--- config.mk ---
export PLATFORM = sky130hd
export DESIGN_NAME = chan_arbiter
export DESIGN_NICKNAME = d
export VERILOG_FILES = /design/src/rtl/chan_arbiter.sv
export SDC_FILE = /design/constraint.sdc
export NUM_CORES = 1
export LEC_CHECK = 0
export CAP_MARGIN = 30
export CORE_MARGIN = 2
export CORE_UTILIZATION = 40
export DETAILED_ROUTE_END_ITERATION = 8
export PLACE_DENSITY = 0.76
export SLEW_MARGIN = 10
export SYNTH_ARGS = -nofsm -noshare
export SYNTH_HDL_FRONTEND = slang
export SYNTH_SLANG_ARGS = --single-unit
--- constraint.sdc ---
create_clock -name clk -period 4.4 [get_ports clk]
set_input_delay 0.88 -clock clk [delete_from_list [all_inputs] [get_ports clk]]
set_output_delay 0.88 -clock clk [all_outputs]
set_load 0.02 [all_outputs]
--- src/rtl/chan_arbiter.sv ---
// chan_arbiter: round-robin merger of per-channel block FIFOs into one 16-bit word stream.
// Optional header/data format checker is compiled in with CHAN_ARB_CHECK_EN.
module chan_arbiter #(
    parameter int NCH = 16
) (
    input  logic              clk,
    input  logic              rst,
    input  logic [NCH-1:0]    chan_req,
    input  logic [16*NCH-1:0] chan_data,
    output logic [NCH-1:0]    chan_ack,
    input  logic [NCH-1:0]    chan_en,
    input  logic              out_afull,
    output logic [15:0]       out_data,
    output logic              out_valid,
    output logic              out_last,
    output logic              busy,
    output logic              err
);
    localparam int GW = (NCH > 1) ? $clog2(NCH) : 1;

    typedef enum logic [2:0] {IDLE, HDR, LEN, BODY, DRAIN} state_t;

    state_t         state, state_nxt;
    logic [GW-1:0]  gnt, gnt_nxt, ptr, ptr_nxt;
    logic [8:0]     cnt, cnt_nxt;
    logic [1:0]     vld_pipe;
    logic           last_nxt, found;
    logic [15:0]    word;
    logic [NCH-1:0] cand;

    assign cand      = chan_req & chan_en;
    assign word      = chan_data[16*gnt +: 16];
    assign out_valid = vld_pipe[1];

    always_comb begin
        state_nxt = state;
        gnt_nxt   = gnt;
        ptr_nxt   = ptr;
        cnt_nxt   = cnt;
        last_nxt  = 1'b0;
        found     = 1'b0;
        case (state)
            IDLE: begin
                if (|cand && !out_afull) begin
                    // ptr holds the index after the last grant, so the search starts there
                    for (int i = 0; i < NCH; i++) begin
                        if (!found && cand[(int'(ptr) + i) % NCH]) begin
                            found   = 1'b1;
                            gnt_nxt = GW'((int'(ptr) + i) % NCH);
                        end
                    end
                    ptr_nxt   = (int'(gnt_nxt) == NCH - 1) ? '0 : gnt_nxt + 1'b1;
                    state_nxt = HDR;
                end
            end
            HDR:  state_nxt = LEN;
            LEN: begin
                cnt_nxt = {8'd0, word[14]} + {1'b0, word[7:0]};
                if (cnt_nxt == 9'd0) begin
                    last_nxt  = 1'b1;
                    state_nxt = IDLE;
                end else begin
                    state_nxt = BODY;
                end
            end
            BODY: begin
                cnt_nxt = cnt - 9'd1;
                if (cnt == 9'd1)
                    state_nxt = DRAIN;
            end
            DRAIN: begin
                last_nxt  = 1'b1;
                state_nxt = IDLE;
            end
            default: state_nxt = IDLE;
        endcase
    end

    // vld_pipe[0]: a word was acked last cycle and is on chan_data now; [1]: it is on out_data
    always_ff @(posedge clk or posedge rst) begin
        if (rst) begin
            state    <= IDLE;
            gnt      <= '0;
            ptr      <= '0;
            cnt      <= '0;
            chan_ack <= '0;
            vld_pipe <= '0;
            out_data <= '0;
            out_last <= 1'b0;
            busy     <= 1'b0;
        end else begin
            state    <= state_nxt;
            gnt      <= gnt_nxt;
            ptr      <= ptr_nxt;
            cnt      <= cnt_nxt;
            chan_ack <= (state_nxt == HDR || state_nxt == BODY) ? (NCH'(1) << gnt_nxt) : '0;
            vld_pipe <= {vld_pipe[0], |chan_ack};
            busy     <= (state_nxt != IDLE);
            out_last <= vld_pipe[0] & last_nxt;
            if (vld_pipe[0])
                out_data <= word;
        end
    end

`ifdef CHAN_ARB_CHECK_EN
    logic trig_pend;

    // The first word after the header is a trigger word when the header has M set
    always_ff @(posedge clk or posedge rst) begin
        if (rst) begin
            err       <= 1'b0;
            trig_pend <= 1'b0;
        end else if (vld_pipe[0]) begin
            if (state == LEN) begin
                if (!word[15])
                    err <= 1'b1;
                trig_pend <= word[14];
            end else if (trig_pend) begin
                if (!word[15])
                    err <= 1'b1;
                trig_pend <= 1'b0;
            end else if (word[15:12] != 4'd0) begin
                err <= 1'b1;
            end
        end
    end
`else
    assign err = 1'b0;
`endif

endmodule

==> metrics.csv <==
metric,value,unit
period_minus_slack,4.35,ns
cts.reportedPaths.clkPinSlew,0.07,ns
track_usage,32.2,%
tightest_slew,0.859,ns
finClkSkew,0.00865,ns
status,"finished, final reports clean",
slew_headroom,42.7,%
num_rows,50,
vias_per_cell,6.30,
die_h,142,µm
wire_per_inst,24.5,µm
routed_wl,33.6,mm
overflow,0,
rsz0062_at_grt,true,
drive_above_1_share,30.7,%
final-setup-viol-count,0,
power,3.95,mW
yosysTopAreaCellShare,32.7,%
period_share,98.8,%
port_buffers,325,
start_util,40.7,%
avgSynthCellArea,10.7,µm²
dp.final_hpwl,27.9,mm
vdd_drop_max,0.228,mV
htreeDepth,2,
hold-worst-slack,0.507,ns
drc,0,
reg2reg_depth,13,
max_cap_viol_count,0,
firstDrtPassIters,7,
r2r_setup_slack,0.17,ns
synth-seq-cells,56,
hold_viol_final,0,
num_vias,8630,
hold_class,flop to flop,
cp.required,4.60,ns
synth_seq_area_share,18.5,%
cp-end-kind,flop,
ioPinCount,327,
synth_area_leader_cell,mux4_2,
area_delta_synth_final,61.8,%
grt_max_degree,39,
synthesis.area,7580,µm²
synthArstFlopShare,100,%
core-area,18600,µm²
crit_path_start,chan_req[2],
cp-start-kind,input pin,
grt_pass1_vias,8367,
ys.flop_type,dfrtp_1,
max_freq,230,MHz
r2r-end,ptr[3],
clock_path_buffers,2,
ctsHoldBuffers,0,
cts_tree,built,
nets,1434,
cellLeakagePower,4.57,nW
cp-endpoint,ptr[3],
cp_max_fo,5,
power_density,322,nW/µm²
clkSinkCount,56,
synth_edf_count,0,
grt_pass1_wl,48.9,mm
synth_nets,1014,
cts_made_buffers,5,
clockRootBuffer,clkbuf_16,
dieArea,20100,µm²
slew_violations,0,
synth_area_leaders,"mux4_2 (33%), dfrtp_1 (18%), mux2_2 (4.2%), nand2_1 (2.8%), o21ai_0 (2.8%)",
r2r-start,ptr[0],
critical_path_class,input pin to flop,
worstPathArrival,4.55,ns
n_fill_cell,1435,
drt_iter0_drc,939,
yosysWarnings,0,
routabilityCongestion,1.01,
syn_inst,711,
yosysUniqueCellTypes,87,
die_w,142,µm
ant_nets,0,
grt_antenna_before_repair,8,
clk-insertion-delay-late,0.30,ns
[per-layer routing]
layer | vias up | global-route usage, % | wire length (µm)
li1 | 3760 | - | -
met1 | 4199 | 42.2 | 12600
met2 | 572 | 50.2 | 15400
met3 | 89 | 13.0 | 4710
met4 | 10 | 7.89 | 854
met5 | - | 0 | 69
[cell usage in the layout, fill, tap and decap left out, types with 9 or more instances in the layout]
| cell type | instances |
|---|---|
| mux4_2 | 110 |
| nand2b_1 | 10 |
| nor3_1 | 16 |
| o2111ai_1 | 9 |
| xor2_1 | 10 |
| dfrtp_1 | 54 |
| o21ai_0 | 42 |
| and2_1 | 21 |
| buf_4 | 132 |
| clkdlybuf4s50_1 | 325 |
| a21oi_1 | 24 |
| nor2_1 | 43 |
| ha_1 | 9 |
| nor4_1 | 10 |
| nand2_1 | 50 |
| mux2_2 | 27 |
| nand3_1 | 24 |
| xnor2_1 | 9 |
[flip-flops by register name, indices dropped and copies added (netlist names)]
name / flops
vld_pipe: 2
out_data: 16
gnt: 4
out_last: 1
chan_ack: 16
state: 3
cnt: 9
ptr: 4
busy: 1
[cells in the mapped netlist, drive strengths merged, types with 3 or more instances]
master / n
xnor2: 12
nand4: 9
a311oi: 5
buf: 26
and2: 24
nor2: 44
o21a: 4
nor3: 19
o211ai: 8
a211oi: 7
a41oi: 4
clkbuf: 22
nand2b: 10
a31oi: 4
a21oi: 25
o311ai: 3
mux2i: 11
or3: 3
mux4: 110
dfrtp: 56
o31ai: 3
ha: 12
a21boi: 9
nand2: 57
o22ai: 6
mux2: 29
and4: 9
nor4b: 3
o31a: 5
o2111ai: 9
or2: 3
nor4: 15
o221ai: 3
o21ai: 46
inv: 14
nand3: 26
xor2: 12
[worst max-delay path, cell delays in order]
cell and delay [ns]:
clkdlybuf4s50_1 0.51, nand2_1 0.17, mux4_2 0.53, mux2_2 0.31, o21ai_1 0.19, buf_4 0.18
a211oi_1 0.06, a221oi_2 0.27, a2bb2oi_1 0.13, a211oi_2 0.38, nor2_1 0.10, ha_1 0.25
or3_1 0.37, a41oi_1 0.20
[cell type report]
class | count | area, µm² | share of cell area, %
Antenna cell | 3 | 7.51 | 0.0612
Tap cell | 234 | 293 | 2.39
Clock buffer | 6 | 129 | 1.05
Timing Repair Buffer | 460 | 4300 | 35.1
Clock inverter | 2 | 16.3 | 0.133
Sequential cell | 56 | 1410 | 11.5
Inverter | 15 | 63.8 | 0.520
Multi-Input combinational cell | 593 | 6050 | 49.3
[how the worst min path moves through the flow]
stage | startpoint | end | slack, ns | cells after the start
final | out_data[4] | out_data[4] | 0.51 | 1
after global routing | out_data[1] | out_data[1] | 0.54 | 1
after CTS | chan_ack[12] | vld_pipe[0] | 0.51 | 2
after detailed placement | chan_ack[12] | vld_pipe[0] | 0.49 | 2
after global placement | chan_ack[12] | vld_pipe[0] | 0.49 | 2
after floorplan | vld_pipe[0] | vld_pipe[1] | 0.35 | 0
[stage by stage]
stage	instances	cell area, µm²	setup WS [ns]	util, %	setup TNS (ns)
after CTS	1360	12100	0.0536	64.7	0
after global routing	1367	12300	-0.0765	65.8	-0.145
final	1369	12300	0.0547	65.8	0
after floorplan	711	7590	0.0173	-	0
after global placement	1352	11900	-0.148	63.9	-1.50
after detailed placement	1352	11900	-0.227	63.9	-2.30
[cells by family after synthesis]
kind of cell	share of synthesized area, %
multiplexers	38.7
AO/OA/AOI/OAI	16.3
other	0.0494
buffers and inverters	3.98
flip-flops	18.5
adder cells (fa/ha/maj)	1.98
AND/OR/NAND/NOR	16.9
XOR/XNOR	3.56
[where the power goes]
part | leakage (nW) | switching, mW | internal, mW
logic | 3.82 | 1.31 | 1.41
registers | 0.681 | 0.189 | 0.642
clock network | 0.0671 | 0.184 | 0.213
total | 4.57 | 1.69 | 2.26
[timing repair]
item,4_1_cts,5_1_grt
setup endpoints to repair,0,19
resized for setup,0,37
buffers inserted,0,5
No activity file was read; power rests on OpenSTA's default activity.
